===== config.mk =====
export PLATFORM = sky130hd
export DESIGN_NAME = seg7_scan_ctrl_flat
export DESIGN_NICKNAME = d
export VERILOG_FILES = /design/src/rtl/seg7_pkg.sv /design/src/rtl/seg7_scan_ctrl_if.sv /design/src/rtl/seg7_decode_lut.sv /design/src/rtl/seg7_scan_ctrl.sv /design/src/flat_wrapper.sv
export SDC_FILE = /design/constraint.sdc
export NUM_CORES = 1
export LEC_CHECK = 0
export ABC_AREA = 1
export BUFFER_PORTS_ARGS = -buffer_cell sky130_fd_sc_hd__buf_2
export CAP_MARGIN = 5
export CORE_MARGIN = 5
export CORE_UTILIZATION = 25
export DETAILED_ROUTE_END_ITERATION = 8
export GPL_TIMING_DRIVEN = 0
export PLACE_DENSITY = 0.51
export SLEW_MARGIN = 0
export SYNTH_ARGS = -nofsm -noshare
export SYNTH_HDL_FRONTEND = slang
export SYNTH_SLANG_ARGS = --single-unit

===== constraint.sdc =====
create_clock -name clk -period 2.2 [get_ports clk]
set_input_delay 0.44 -clock clk [delete_from_list [all_inputs] [get_ports clk]]
set_output_delay 0.44 -clock clk [all_outputs]
set_load 0.02 [all_outputs]

===== src/rtl/seg7_pkg.sv =====
`default_nettype none
// ------------------------------------------------------------------------
// seg7_pkg : shared FSM states and hex-to-segment table.      Rev 1.0
// ------------------------------------------------------------------------
package seg7_pkg;

  typedef enum logic [1:0] {
    IDLE  = 2'd0,
    BLANK = 2'd1,
    DRIVE = 2'd2
  } state_t;

  localparam logic [6:0] SEG_OFF = 7'b1111111;

  // Active-low a..g, index = hex nibble value
  localparam logic [6:0] SEG_LUT [16] = '{
    7'b0000001, 7'b1001111, 7'b0010010, 7'b0000110,
    7'b1001100, 7'b0100100, 7'b0100000, 7'b0001111,
    7'b0000000, 7'b0000100, 7'b0001000, 7'b1100000,
    7'b0110001, 7'b1000010, 7'b0110000, 7'b0111000
  };

endpackage
`default_nettype wire


===== src/rtl/seg7_scan_ctrl_if.sv =====
`default_nettype none
// ------------------------------------------------------------------------
// seg7_scan_ctrl_if : value-side inputs and display-pin outputs. Rev 1.0
// ------------------------------------------------------------------------
interface seg7_scan_ctrl_if #(
  parameter int NUM_DIGITS = 4
);
  logic                      en;
  logic                      load;
  logic [4*NUM_DIGITS-1:0]   value;
  logic [NUM_DIGITS-1:0]     dp_in;
  logic                      blank_lz;
  logic [6:0]                seg7;
  logic                      dp_n;
  logic [NUM_DIGITS-1:0]     an_n;
  logic                      frame_done;

  modport master (
    output en, load, value, dp_in, blank_lz,
    input  seg7, dp_n, an_n, frame_done
  );

  modport slave (
    input  en, load, value, dp_in, blank_lz,
    output seg7, dp_n, an_n, frame_done
  );
endinterface
`default_nettype wire


===== src/rtl/seg7_decode_lut.sv =====
`default_nettype none
// ------------------------------------------------------------------------
// seg7_decode_lut : combinational nibble to active-low segments. Rev 1.0
// ------------------------------------------------------------------------
module seg7_decode_lut
  import seg7_pkg::*;
(
  input  logic [3:0] nibble,
  output logic [6:0] seg
);
  assign seg = SEG_LUT[nibble];
endmodule
`default_nettype wire


===== src/rtl/seg7_scan_ctrl.sv =====
`default_nettype none
// ------------------------------------------------------------------------
// seg7_scan_ctrl : multiplexed 7-segment scan FSM with frame-atomic shadow.
// Rev 1.0
// ------------------------------------------------------------------------
module seg7_scan_ctrl
  import seg7_pkg::*;
#(
  parameter int NUM_DIGITS   = 4,
  parameter int REFRESH_DIV  = 50000,
  parameter int BLANK_CYCLES = 2
) (
  input  logic              clk,
  input  logic              rst_n,
  seg7_scan_ctrl_if.slave   bus
);

  localparam int CNT_MAX = (REFRESH_DIV > BLANK_CYCLES) ? REFRESH_DIV : BLANK_CYCLES;
  localparam int CW      = $clog2(CNT_MAX + 1);
  localparam int IW      = (NUM_DIGITS > 1) ? $clog2(NUM_DIGITS) : 1;

  localparam logic [CW-1:0]         DRIVE_LAST = CW'(REFRESH_DIV - 1);
  localparam logic [CW-1:0]         BLANK_LAST = CW'(BLANK_CYCLES - 1);
  localparam logic [IW-1:0]         IDX_LAST   = IW'(NUM_DIGITS - 1);
  localparam logic [NUM_DIGITS-1:0] AN_OFF     = '1;

  state_t                  state, state_d;
  logic [CW-1:0]           cnt, cnt_d;
  logic [IW-1:0]           idx, idx_d;
  logic                    commit;

  logic [6:0]              seg_q, seg_d;
  logic                    dpn_q, dpn_d;
  logic [NUM_DIGITS-1:0]   an_q, an_d;
  logic                    fd_q, fd_d;

  logic [4*NUM_DIGITS-1:0] shadow_val, pend_val;
  logic [NUM_DIGITS-1:0]   shadow_dp, pend_dp;
  logic                    pend_valid;

  logic [3:0]              nibble;
  logic [6:0]              lut_seg;
  logic [NUM_DIGITS-1:0]   upper_zero;
  logic [6:0]              digit_seg;
  logic                    digit_dpn;

  // Single shared decoder, fed from the digit currently being prepared
  assign nibble = shadow_val[{idx, 2'b00} +: 4];

  seg7_decode_lut u_lut (
    .nibble (nibble),
    .seg    (lut_seg)
  );

  // upper_zero[i]: nibbles i..NUM_DIGITS-1 of the shadow are all zero
  always_comb begin
    logic z;
    z          = 1'b1;
    upper_zero = '0;
    for (int i = NUM_DIGITS - 1; i >= 0; i--) begin
      z             = z & (shadow_val[4*i +: 4] == 4'h0);
      upper_zero[i] = z;
    end
  end

  assign digit_seg = (bus.blank_lz && (idx != '0) && upper_zero[idx]) ? SEG_OFF : lut_seg;
  assign digit_dpn = ~shadow_dp[idx];

  always_comb begin
    state_d = state;
    cnt_d   = cnt;
    idx_d   = idx;
    commit  = 1'b0;
    an_d    = AN_OFF;
    seg_d   = SEG_OFF;
    dpn_d   = 1'b1;
    fd_d    = 1'b0;

    if (!bus.en) begin
      state_d = IDLE;
      cnt_d   = '0;
      idx_d   = '0;
    end else begin
      case (state)
        IDLE: begin
          state_d = BLANK;
          cnt_d   = '0;
          idx_d   = '0;
          commit  = 1'b1;
        end
        BLANK: begin
          if (cnt == BLANK_LAST) begin
            state_d = DRIVE;
            cnt_d   = '0;
          end else begin
            cnt_d = cnt + 1'b1;
          end
        end
        DRIVE: begin
          if (cnt == DRIVE_LAST) begin
            state_d = BLANK;
            cnt_d   = '0;
            if (idx == IDX_LAST) begin
              idx_d  = '0;
              commit = 1'b1;
            end else begin
              idx_d = idx + 1'b1;
            end
          end else begin
            cnt_d = cnt + 1'b1;
          end
        end
        default: state_d = IDLE;
      endcase
    end

    // Outputs are registered, so they are derived from the next state;
    // frame_done therefore lands on the final DRIVE cycle of the last digit.
    if (state_d == DRIVE) begin
      an_d = ~(NUM_DIGITS'(1) << idx_d);
      if (state == DRIVE) begin
        seg_d = seg_q;
        dpn_d = dpn_q;
      end else begin
        seg_d = digit_seg;
        dpn_d = digit_dpn;
      end
      fd_d = (cnt_d == DRIVE_LAST) && (idx_d == IDX_LAST);
    end
  end

  always_ff @(posedge clk) begin
    if (!rst_n) begin
      state <= IDLE;
      cnt   <= '0;
      idx   <= '0;
      seg_q <= SEG_OFF;
      dpn_q <= 1'b1;
      an_q  <= AN_OFF;
      fd_q  <= 1'b0;
    end else begin
      state <= state_d;
      cnt   <= cnt_d;
      idx   <= idx_d;
      seg_q <= seg_d;
      dpn_q <= dpn_d;
      an_q  <= an_d;
      fd_q  <= fd_d;
    end
  end

  // A load landing on a commit cycle bypasses the pending register
  always_ff @(posedge clk) begin
    if (!rst_n) begin
      shadow_val <= '0;
      shadow_dp  <= '0;
      pend_val   <= '0;
      pend_dp    <= '0;
      pend_valid <= 1'b0;
    end else if (commit) begin
      if (bus.load) begin
        shadow_val <= bus.value;
        shadow_dp  <= bus.dp_in;
      end else if (pend_valid) begin
        shadow_val <= pend_val;
        shadow_dp  <= pend_dp;
      end
      pend_valid <= 1'b0;
    end else if (bus.load) begin
      pend_val   <= bus.value;
      pend_dp    <= bus.dp_in;
      pend_valid <= 1'b1;
    end
  end

  assign bus.seg7       = seg_q;
  assign bus.dp_n       = dpn_q;
  assign bus.an_n       = an_q;
  assign bus.frame_done = fd_q;

endmodule
`default_nettype wire


===== src/flat_wrapper.sv =====
// flat-port wrapper written by rule: the top's interface ports become plain ports
module seg7_scan_ctrl_flat import seg7_pkg::*;
#(
  parameter int NUM_DIGITS   = 4,
  parameter int REFRESH_DIV  = 50000,
  parameter int BLANK_CYCLES = 2
)
  (clk, rst_n, bus_en, bus_load, bus_value, bus_dp_in, bus_blank_lz, bus_seg7, bus_dp_n, bus_an_n, bus_frame_done);
  seg7_scan_ctrl_if #(.NUM_DIGITS(NUM_DIGITS)) bus_i ();
  input  logic clk;
  input  logic rst_n;
  input wire logic [$bits(bus_i.en)-1:0] bus_en;
  input wire logic [$bits(bus_i.load)-1:0] bus_load;
  input wire logic [$bits(bus_i.value)-1:0] bus_value;
  input wire logic [$bits(bus_i.dp_in)-1:0] bus_dp_in;
  input wire logic [$bits(bus_i.blank_lz)-1:0] bus_blank_lz;
  output wire logic [$bits(bus_i.seg7)-1:0] bus_seg7;
  output wire logic [$bits(bus_i.dp_n)-1:0] bus_dp_n;
  output wire logic [$bits(bus_i.an_n)-1:0] bus_an_n;
  output wire logic [$bits(bus_i.frame_done)-1:0] bus_frame_done;
  assign bus_i.en = bus_en;
  assign bus_i.load = bus_load;
  assign bus_i.value = bus_value;
  assign bus_i.dp_in = bus_dp_in;
  assign bus_i.blank_lz = bus_blank_lz;
  assign bus_seg7 = bus_i.seg7;
  assign bus_dp_n = bus_i.dp_n;
  assign bus_an_n = bus_i.an_n;
  assign bus_frame_done = bus_i.frame_done;
  seg7_scan_ctrl #(.NUM_DIGITS(NUM_DIGITS), .REFRESH_DIV(REFRESH_DIV), .BLANK_CYCLES(BLANK_CYCLES)) u_core (.clk(clk), .rst_n(rst_n), .bus(bus_i));
endmodule

==> impl_metrics.csv, run 1 <==
group,metric,value,unit
run_status,outcome,"complete, no violations",
yosys,synth_edf_count,0,
yosys,syn_inst,612,
setup_path,critPathTopFamily,"simple AND/OR/NAND/NOR gates",
yosys,synth_common_cells,"nand2_1, dfxtp_1, nor2_1",
sta,tightest_slew,0.5996,ns
yosys,async_reset_ff_share,0,%
yosys,syn_area_per_cell,6.786,um^2
floorplanning,chipHeight,138.9,um
detailed_routing,drc,0,
yosys,synth.area.mux_share,0,%
setup_path,cpPeakStageDelay,0.34,ns
yosys,ys_types,37,
cts,cts_hold_buf,0,
cells_and_area,diodes,0,
cells_and_area,finalInstanceArea,0.004890,mm^2
cts,numCtsBuffers,9,
cts,h-tree-depth,3,
worst_hold_path,hp-class,"in -> reg",
detailed_routing,vias_per_cell,4.353,
yosys,synthXorXnorAreaFrac,0.6327,%
detailed_routing,drtAntennaViolNets,0,
floorplanning,die_area,0.01929,mm^2
pwr,power-per-cell-area,655.3,mW/mm^2
grt,grt_max_degree,12,
setup_path,crit_start,"u_core.idx[0]",
cts,clk_latency,0.34,ns
setup_path,cp-endpoint,"u_core.bus.seg7[6]",
setup_path,crit_slowest_cell,"dfxtp_1",
setup_path,regToRegSetupSlack,0.22,ns
sta,drv_slew,0,
floorplanning,fp.dieW,138.9,um
setup_path,cp.arrival,2.19,ns
detailed_routing,num_vias,3839,
setup_path,timing.rr.start,"u_core.idx[0]",
yosys,synth-seq-area-share,35.67,%
sta,hold_viol_final,0,
sta,rsz0062_at_grt,"false",
sta,timing.final.crit_share,90.13,%
sta,fin_crit,1.983,ns
setup_path,reg2reg_depth,13,
sta,finClkSkew,0.004803,ns
cts,cts-root-buf,"clkbuf_16",
yosys,synth_simple_gate_area_share,34.32,%
grt,grt_pass1_wl,18640,um
yosys,synth_compound_area_share,16.75,%
setup_path,setup.worst_path.class,"reg -> reg",
sta,finalSetupViolCount,0,
floorplanning,num_io_pins,38,
detailed_routing,drtIter0Drc,176,
run,drv_cap,0,
cts,cts_tree,"done",
grt,grtUsageTotal,11.71,%
setup_path,path_cells,"buf_6, buf_6, a21oi_1, o21ai_0, nand2_1, inv_1, ha_1, inv_1, nor2_1, o21ai_1, nand3_1, nand2_1, nand3_1",
yosys,synth_flop_cell,"dfxtp_1",
floorplanning,core-area,0.01647,mm^2
cts,clkSinkCount,74,
place,placed_area,0.004603,mm^2
place,hpwl,8247,um
detailed_routing,dr.pass1.iters,4,
cts,cts.reportedPaths.clkPinSlew,0.06,ns
cts,cts_buffer_depth,2,
yosys,synth_fp_nets,647,
sta,hold_slack,0.3838,ns
cells_and_area,syn_to_final_growth,17.75,%
place,portBuffers,35,
cells_and_area,drive_above_1_share,16.31,%
cts,postCtsSetupBuffers,0,
yosys,yosys.area.top_type_share,35.67,%
cells_and_area,fin_nets,693,
setup_path,cp.depth,13,
grt,grt.overflow.total,0,
floorplanning,start_util,25.22,%
cts,cts_resized,0,
sta,maxSlewHeadroom,60.02,%
sta,fmax,0.5043,GHz
sta,setup_tns,0,ns
place,gp_congestion,0.7888,
yosys,yosys_warnings,0,
grt,antenna_found_initial,0,
yosys,synth_top_cell_by_area,"dfxtp_1",
cells_and_area,fill_cells,1874,
pwr,p_leak,0.001952,uW
setup_path,path_max_fanout,10,
floorplanning,num_rows,47,
yosys,synth.most_common_cell,"nand2_1",
detailed_routing,wl_per_cell,12.37,um
setup_path,path_buf_inv,4,
grt,grt_pass1_vias,3749,
setup_path,crit_required,2.41,ns
yosys,synthTopCellsByArea,"dfxtp_1, nand2_1, nand3_1",
setup_path,critPathLaunchType,"register",
yosys,ys_ff_latch,74,
setup_path,r2r-end,"u_core.bus.seg7[6]",
yosys,syn_area,0.004153,mm^2
detailed_routing,routed_wl,10910,um
yosys,synth_fa_ha_area_share,3.013,%
yosys,synth_top_family_by_area,"simple AND/OR/NAND/NOR gates",
setup_path,cp-end-kind,"register",
pwr,ir_drop,0.4769,mV
-- kinds of logic (layout without fill, tap and decap cells) --
group                      Yosys count  in the layout
AOI/OAI and AO/OA                  120            120
and+or+nand+nor                    319            319
xor gates and xnor gates             3              3
adders and majority gates           10             10
DFF                                 74             74
buffers and inverters               86            136
-- report_power, final --
part	switching, uW	internal (uW)
registers	21.9	1390
logic	220	123
clock network	549	899
total	791	2410
-- cell usage in the layout (no fill, tap or decap), types with 2 or more instances in the layout --
cell type	Yosys	final
ha_1	10	10
nand2_2	13	13
inv_2	4	4
clkbuf_16	0	9
nor3_1	5	5
inv_1	57	57
buf_6	4	4
nor2_1	62	62
o21ai_1	10	10
nand2_1	154	154
o21ai_0	41	41
nand3_2	2	2
buf_2	3	38
a21oi_1	46	46
clkinv_1	4	4
clkbuf_1	10	12
o211ai_1	5	5
dfxtp_1	74	74
nand3b_1	2	2
clkbuf_8	1	2
nor2_2	9	9
clkinv_2	0	2
a21oi_2	15	15
nand3_1	56	56
nand4_1	9	9
xor2_1	2	2
buf_12	2	2
-- how the worst min path moves through the flow --
stage                              from                   to  slack, ns  cells past startpoint
CTS                       bus_value[14]  u_core.pend_val[14]       0.37                      3
finish                    bus_value[12]  u_core.pend_val[12]       0.38                      3
global route              bus_value[11]  u_core.pend_val[11]       0.38                      3
global placement    u_core.shadow_dp[2]  u_core.shadow_dp[2]       0.44                      2
floorplan           u_core.shadow_dp[2]  u_core.shadow_dp[2]       0.42                      2
detailed placement   u_core.pend_val[4]   u_core.pend_val[4]       0.44                      2
-- worst reg2reg max path, delay by kind of cell (launching register included) --
family / cells / cell delay (ns)
buffers and inverters: 4 / 0.46
flip-flops: 1 / 0.34
adder cells (fa/ha/maj): 1 / 0.22
AND/OR/NAND/NOR: 5 / 0.49
AO/OA/AOI/OAI: 3 / 0.35
-- stage by stage --
step                worst slack (ns)  instances  power (uW)  util, %
floorplan                     0.4385        612        1688        -
global placement              0.1828        867        1787    27.96
detailed placement            0.2246        867        1788    27.96
CTS                           0.2003        882        3259    29.70
global route                 0.03093        882        3365    29.70
finish                        0.2172        882        3204    29.70
-- final cells by class --
type | count | area (um^2) | area share (%)
Inverter | 65 | 244.0 | 4.990
Clock buffer | 12 | 246.5 | 5.041
Sequential cell | 74 | 1481 | 30.30
Multi-Input combinational cell | 452 | 2272 | 46.47
Buffer | 21 | 155.1 | 3.173
Clock inverter | 3 | 40.04 | 0.8188
Timing Repair Buffer | 35 | 175.2 | 3.582
Tap cell | 220 | 275.3 | 5.629
-- per-layer routing --
| metal | track usage, % | vias up | share of wire, % |
|---|---|---|---|
| met5 | 0 | - | 0 |
| met2 | 18.15 | 49 | 44 |
| met4 | 3.296 | 0 | 1.2 |
| met3 | 3.069 | 8 | 3.0 |
| met1 | 16.10 | 1705 | 52 |
| li1 | - | 2077 | - |
-- flip-flops by register name (all words and copies together), names as in the netlist --
| register | count |
|---|---|
| u_core.cnt | 16 |
| u_core.pend_val | 16 |
| u_core.shadow_val | 16 |
| u_core.bus.seg7 | 7 |
| u_core.bus.an_n | 4 |
| u_core.pend_dp | 4 |
| u_core.shadow_dp | 4 |
| u_core.idx | 2 |
| u_core.state | 2 |
| u_core.bus.dp_n | 1 |
| u_core.bus.frame_done | 1 |
| u_core.pend_valid | 1 |
No activity file was read; power rests on OpenSTA's default activity.
==> inputs of run 2 (changes only) <==
--- a/config.mk
+++ b/config.mk
@@ -8,6 +8,7 @@
 export ABC_AREA = 1
 export BUFFER_PORTS_ARGS = -buffer_cell sky130_fd_sc_hd__buf_2
 export CAP_MARGIN = 5
+export CORE_ASPECT_RATIO = 0.9
 export CORE_MARGIN = 5
 export CORE_UTILIZATION = 25
 export DETAILED_ROUTE_END_ITERATION = 8
==> run 2 against run 1 <==
Cell area up 0.31%. Wire length up 2.6%. Core utilization up 0.50 points. Cell count down 1.4%. Combinational power up 1%. Sequential share of layout area down 0.067 points. Non-clock buffer count unchanged. Critical endpoint is now u_core.bus.frame_done.
==> impl_metrics.csv, run 2 (synthesized netlist as in run 1, its figures left out) <==
group,metric,value,unit
sta,fin_crit,2.002,ns
place,gp_congestion,0.8442,
floorplanning,start_util,25.57,%
place,hpwl,8424,um
cells_and_area,fill_cells,1780,
pwr,ir_drop,0.3820,mV
setup_path,critPathLaunchType,"register",
grt,grt_pass1_vias,3701,
pwr,power-per-cell-area,672.3,mW/mm^2
detailed_routing,wl_per_cell,12.87,um
cts,cts_hold_buf,0,
cells_and_area,drive_above_1_share,17.35,%
floorplanning,die_area,0.01929,mm^2
floorplanning,fp.dieW,145.9,um
grt,grt_max_degree,16,
setup_path,crit_required,2.48,ns
setup_path,cp-end-kind,"register",
sta,setup_tns,0,ns
detailed_routing,drtIter0Drc,296,
setup_path,cp.arrival,2.28,ns
sta,finClkSkew,0.008798,ns
grt,grt.overflow.total,0,
setup_path,path_max_fanout,10,
pwr,p_leak,0.001956,uW
cells_and_area,mostFrequentLayoutCells,"nand2_1, dfxtp_1, nor2_1",
sta,maxSlewHeadroom,53.23,%
detailed_routing,vias_per_cell,4.541,
sta,drv_slew,0,
cts,cts_resized,0,
cts,numCtsBuffers,9,
sta,tightest_slew,0.7015,ns
grt,grt_pass1_wl,18890,um
cells_and_area,diodes,0,
sta,finalSetupViolCount,0,
cells_and_area,fin_nets,693,
worst_hold_path,hp-class,"in -> reg",
floorplanning,core-area,0.01624,mm^2
cts,h-tree-depth,3,
cts,cts_buffer_depth,2,
detailed_routing,drc,0,
cells_and_area,finalInstanceArea,0.004905,mm^2
sta,fmax,0.4996,GHz
place,portBuffers,35,
sta,hold_viol_final,0,
sta,rsz0062_at_grt,"false",
cts,cts.reportedPaths.clkPinSlew,0.07,ns
setup_path,setup.worst_path.class,"reg -> reg",
cts,clkSinkCount,74,
detailed_routing,dr.pass1.iters,4,
detailed_routing,drtAntennaViolNets,0,
cts,clk_latency,0.34,ns
detailed_routing,num_vias,3951,
sta,timing.final.crit_share,90.99,%
cts,postCtsSetupBuffers,0,
floorplanning,num_rows,44,
run_status,outcome,"complete, no violations",
run,drv_cap,0,
floorplanning,chipHeight,132.3,um
cells_and_area,largestRegisters,"u_core.cnt: 16 flops, u_core.pend_val: 16 flops, u_core.shadow_val: 16 flops",
cts,cts-root-buf,"clkbuf_16",
grt,antenna_found_initial,0,
grt,grtUsageTotal,11.95,%
cells_and_area,syn_to_final_growth,18.11,%
place,placed_area,0.004587,mm^2
cells_and_area,layout_commonest_cell,"nand2_1",
cts,cts_tree,"done",
detailed_routing,routed_wl,11200,um
floorplanning,num_io_pins,38,
## run 2: final cells by class
type                    count  area (um^2)  area share, %
flip-flops and latches     74         1483          30.23
repair buffers             35        175.2          3.571
clock inverters             7        83.83          1.709
inverters                  65        244.0          4.974
clock buffers               9        225.2          4.592
plain buffers              21        155.1          3.163
well taps                 207        259.0          5.281
multi-input cells         452         2280          46.48
## run 2: where the power goes
group	internal, uW	leakage, uW	switching, uW
logic	123	0.00120	225
clock network	898	0.000149	638
registers	1390	0.000604	23.1
total	2410	0.00196	886
## run 2: worst paths after layout
kind,start,endpoint,slack (ns),cells after the start
worst max-delay path,u_core.cnt[0],u_core.bus.frame_done,0.20,11
worst min register to register,u_core.shadow_dp[2],u_core.shadow_dp[2],0.45,2
worst min-delay path,bus_value[14],u_core.pend_val[14],0.38,3
worst max register to register,u_core.cnt[0],u_core.bus.frame_done,0.20,11
## run 2: metrics by stage
stage               setup slack (ns)  hold WS, ns  total power [uW]  utilization, %  std cells
finish                        0.1982       0.3757              3297           30.20        870
global route                0.007702       0.3762              3446           30.20        870
CTS                           0.1185       0.3631              3345           30.15        870
detailed placement            0.1008       0.4428              1792           28.24        854
global placement             0.08784       0.4375              1791           28.24        854
floorplan                     0.4385       0.4245              1688               -        612
## run 2: per-layer routing
| metal | global-route usage, % | part of all wire [%] |
|---|---|---|
| met5 | 0 | 0 |
| met4 | 2.901 | 1.1 |
| met3 | 3.438 | 5.0 |
| met2 | 16.22 | 39 |
| met1 | 18.26 | 55 |
## run 2: worst max-delay path, stage by stage, from the launching register on
cell and delay [ns]:
dfxtp_1 0.42, ha_2 0.25, nand3_4 0.12, nor2_1 0.18
nand3_1 0.12, nand2_1 0.11, nand2_2 0.17, nand3_1 0.17
nand2_1 0.08, nor2_2 0.14, nand2_1 0.07, nor2_1 0.09
==> inputs of run 3 (changes only) <==
--- a/config.mk
+++ b/config.mk
@@ -14,6 +14,7 @@
 export DETAILED_ROUTE_END_ITERATION = 8
 export GPL_TIMING_DRIVEN = 0
 export PLACE_DENSITY = 0.51
+export RECOVER_POWER = 100
 export SLEW_MARGIN = 0
 export SYNTH_ARGS = -nofsm -noshare
 export SYNTH_HDL_FRONTEND = slang
==> run 3 against run 2 <==
Register-to-register slack about the same. Sequential power is essentially flat. Combinational power shrank 3%. Cell count stayed put. Count of clock-buffer cells in the layout unchanged. Clock skew about the same. Wire length up 0.21%. Worst hold slack improved by 0.0025 ns. Die area unchanged. Sequential share of layout area grew 0.41 points. Non-clock buffer count unchanged. First-iteration DRC count up 1.0%. Largest cell class unchanged.
==> impl_metrics.csv, run 3 (synthesized netlist as in run 1, its figures left out) <==
group,metric,value,unit
floorplanning,core-area,0.01624,mm^2
floorplanning,die_area,0.01929,mm^2
place,gp_congestion,0.8442,
cells_and_area,fin_nets,693,
detailed_routing,drc,0,
pwr,power-per-cell-area,679.7,mW/mm^2
grt,grt_pass1_wl,18890,um
sta,fin_crit,2.015,ns
pwr,ir_drop,0.3832,mV
setup_path,path_cells,"ha_2, nand3_4, nor2_1, nand2_1, o21ai_4, nand2_4, nand2_8, clkbuf_2, o21ai_1, a21oi_2",
setup_path,path_buf_inv,1,
detailed_routing,drtAntennaViolNets,0,
sta,finalSetupViolCount,0,
sta,hold_slack,0.3781,ns
grt,grtUsageMet2,16.22,%
setup_path,crit_required,2.48,ns
grt,grt_max_degree,16,
sta,finClkSkew,0.009071,ns
cts,cts.reportedPaths.clkPinSlew,0.07,ns
run_status,outcome,"complete, no violations",
cts,cts-root-buf,"clkbuf_16",
floorplanning,start_util,25.57,%
setup_path,critPathLaunchType,"register",
detailed_routing,dr.pass1.iters,5,
cells_and_area,mostFrequentLayoutCells,"nand2_1, dfxtp_1, nor2_1",
detailed_routing,num_vias,3926,
sta,setup_tns,0,ns
floorplanning,chipHeight,132.3,um
cts,numCtsBuffers,9,
cells_and_area,layout_commonest_cell,"nand2_1",
grt,use_met3,3.438,%
setup_path,critPathTopFamily,"simple AND/OR/NAND/NOR gates",
grt,grtUsageTotal,11.95,%
cells_and_area,largestRegisters,"u_core.cnt: 16 flops, u_core.pend_val: 16 flops, u_core.shadow_val: 16 flops",
cells_and_area,syn_to_final_growth,16.51,%
grt,antenna_found_initial,0,
setup_path,setup.worst_path.class,"reg -> reg",
sta,drv_slew,0,
cts,cts_resized,0,
pwr,p_leak,0.001923,uW
cells_and_area,diodes,0,
cells_and_area,fill_cells,1790,
place,hpwl,8424,um
worst_hold_path,hp-class,"in -> reg",
sta,rsz0062_at_grt,"false",
floorplanning,num_io_pins,38,
setup_path,cp-end-kind,"register",
grt,grt.overflow.total,0,
detailed_routing,wl_per_cell,12.90,um
floorplanning,fp.dieW,145.9,um
sta,timing.final.crit_share,91.59,%
place,portBuffers,35,
cells_and_area,drive_above_1_share,14.03,%
cts,h-tree-depth,3,
detailed_routing,drtIter0Drc,299,
sta,hold_viol_final,0,
pwr,power.total,3289,uW
sta,fmax,0.4963,GHz
cts,cts_hold_buf,0,
detailed_routing,vias_per_cell,4.513,
setup_path,path_max_fanout,10,
setup_path,cpPeakStageDelay,0.42,ns
cts,cts_tree,"done",
cts,postCtsSetupBuffers,0,
cts,clk_latency,0.35,ns
setup_path,crit_slowest_cell,"dfxtp_1",
cts,cts_buffer_depth,2,
run,drv_cap,0,
grt,grt_pass1_vias,3701,
cts,clkSinkCount,74,
sta,tightest_slew,0.6911,ns
setup_path,cp.arrival,2.30,ns
sta,maxSlewHeadroom,53.93,%
grt,gr-usage-met1,18.26,%
grt,busiest_layer,"met1",
detailed_routing,routed_wl,11220,um
floorplanning,num_rows,44,
[run 3: changes by cell type in the layout (fill, tap and decap cells not counted), moves of 2 or more]
cell | previous run | this run
nor2_2 | 10 | 8
buf_2 | 38 | 25
nand2_1 | 153 | 160
nand2_2 | 14 | 7
nor2_1 | 61 | 63
buf_12 | 2 | 0
clkbuf_1 | 10 | 23
[run 3: final cells by class]
type | instances | area [um^2] | area share, %
well taps | 207 | 259.0 | 5.353
clock buffers | 9 | 225.2 | 4.655
multi-input cells | 452 | 2257 | 46.65
inverters | 65 | 244.0 | 5.043
plain buffers | 21 | 127.6 | 2.638
flip-flops and latches | 74 | 1483 | 30.64
clock inverters | 7 | 83.83 | 1.733
repair buffers | 35 | 158.9 | 3.284
[run 3: final timing paths]
kind	start	end	slack [ns]	cells after the start
hold / removal	bus_value[14]	u_core.pend_val[14]	0.38	3
hold reg to reg	u_core.shadow_dp[2]	u_core.shadow_dp[2]	0.45	2
setup reg to reg	u_core.cnt[0]	u_core.pend_val[10]	0.19	10
setup / recovery	u_core.cnt[0]	u_core.pend_val[10]	0.19	10
[run 3: worst min-delay path, stage by stage]
cell,delay (ns)
buf_2,0.09
o21ai_1,0.07
a21oi_2,0.09
[run 3: power by group]
| part | leakage [uW] | internal [uW] | switching, uW |
|---|---|---|---|
| logic | 0.00117 | 115 | 221 |
| clock network | 0.000149 | 898 | 642 |
| registers | 0.000604 | 1390 | 22.1 |
| total | 0.00192 | 2400 | 886 |
[run 3: per-stage QoR]
stage | worst slack (ns) | cell area (um^2) | cells | util [%]
finish | 0.1851 | 4838 | 870 | 29.79
global route | 0.007846 | 4838 | 870 | 29.79
CTS | 0.1185 | 4896 | 870 | 30.15
detailed placement | 0.1008 | 4587 | 854 | 28.24
global placement | 0.08784 | 4587 | 854 | 28.24
floorplan | 0.4385 | 4153 | 612 | -
[run 3: layer usage]
| metal | wire [um] | up-vias | part of all wire (%) |
|---|---|---|---|
| met1 | 6204 | 1746 | 55 |
| met2 | 4370 | 80 | 39 |
| li1 | - | 2091 | - |
| met3 | 538 | 9 | 4.8 |
| met4 | 108 | 0 | 0.96 |
| met5 | 0 | - | 0 |
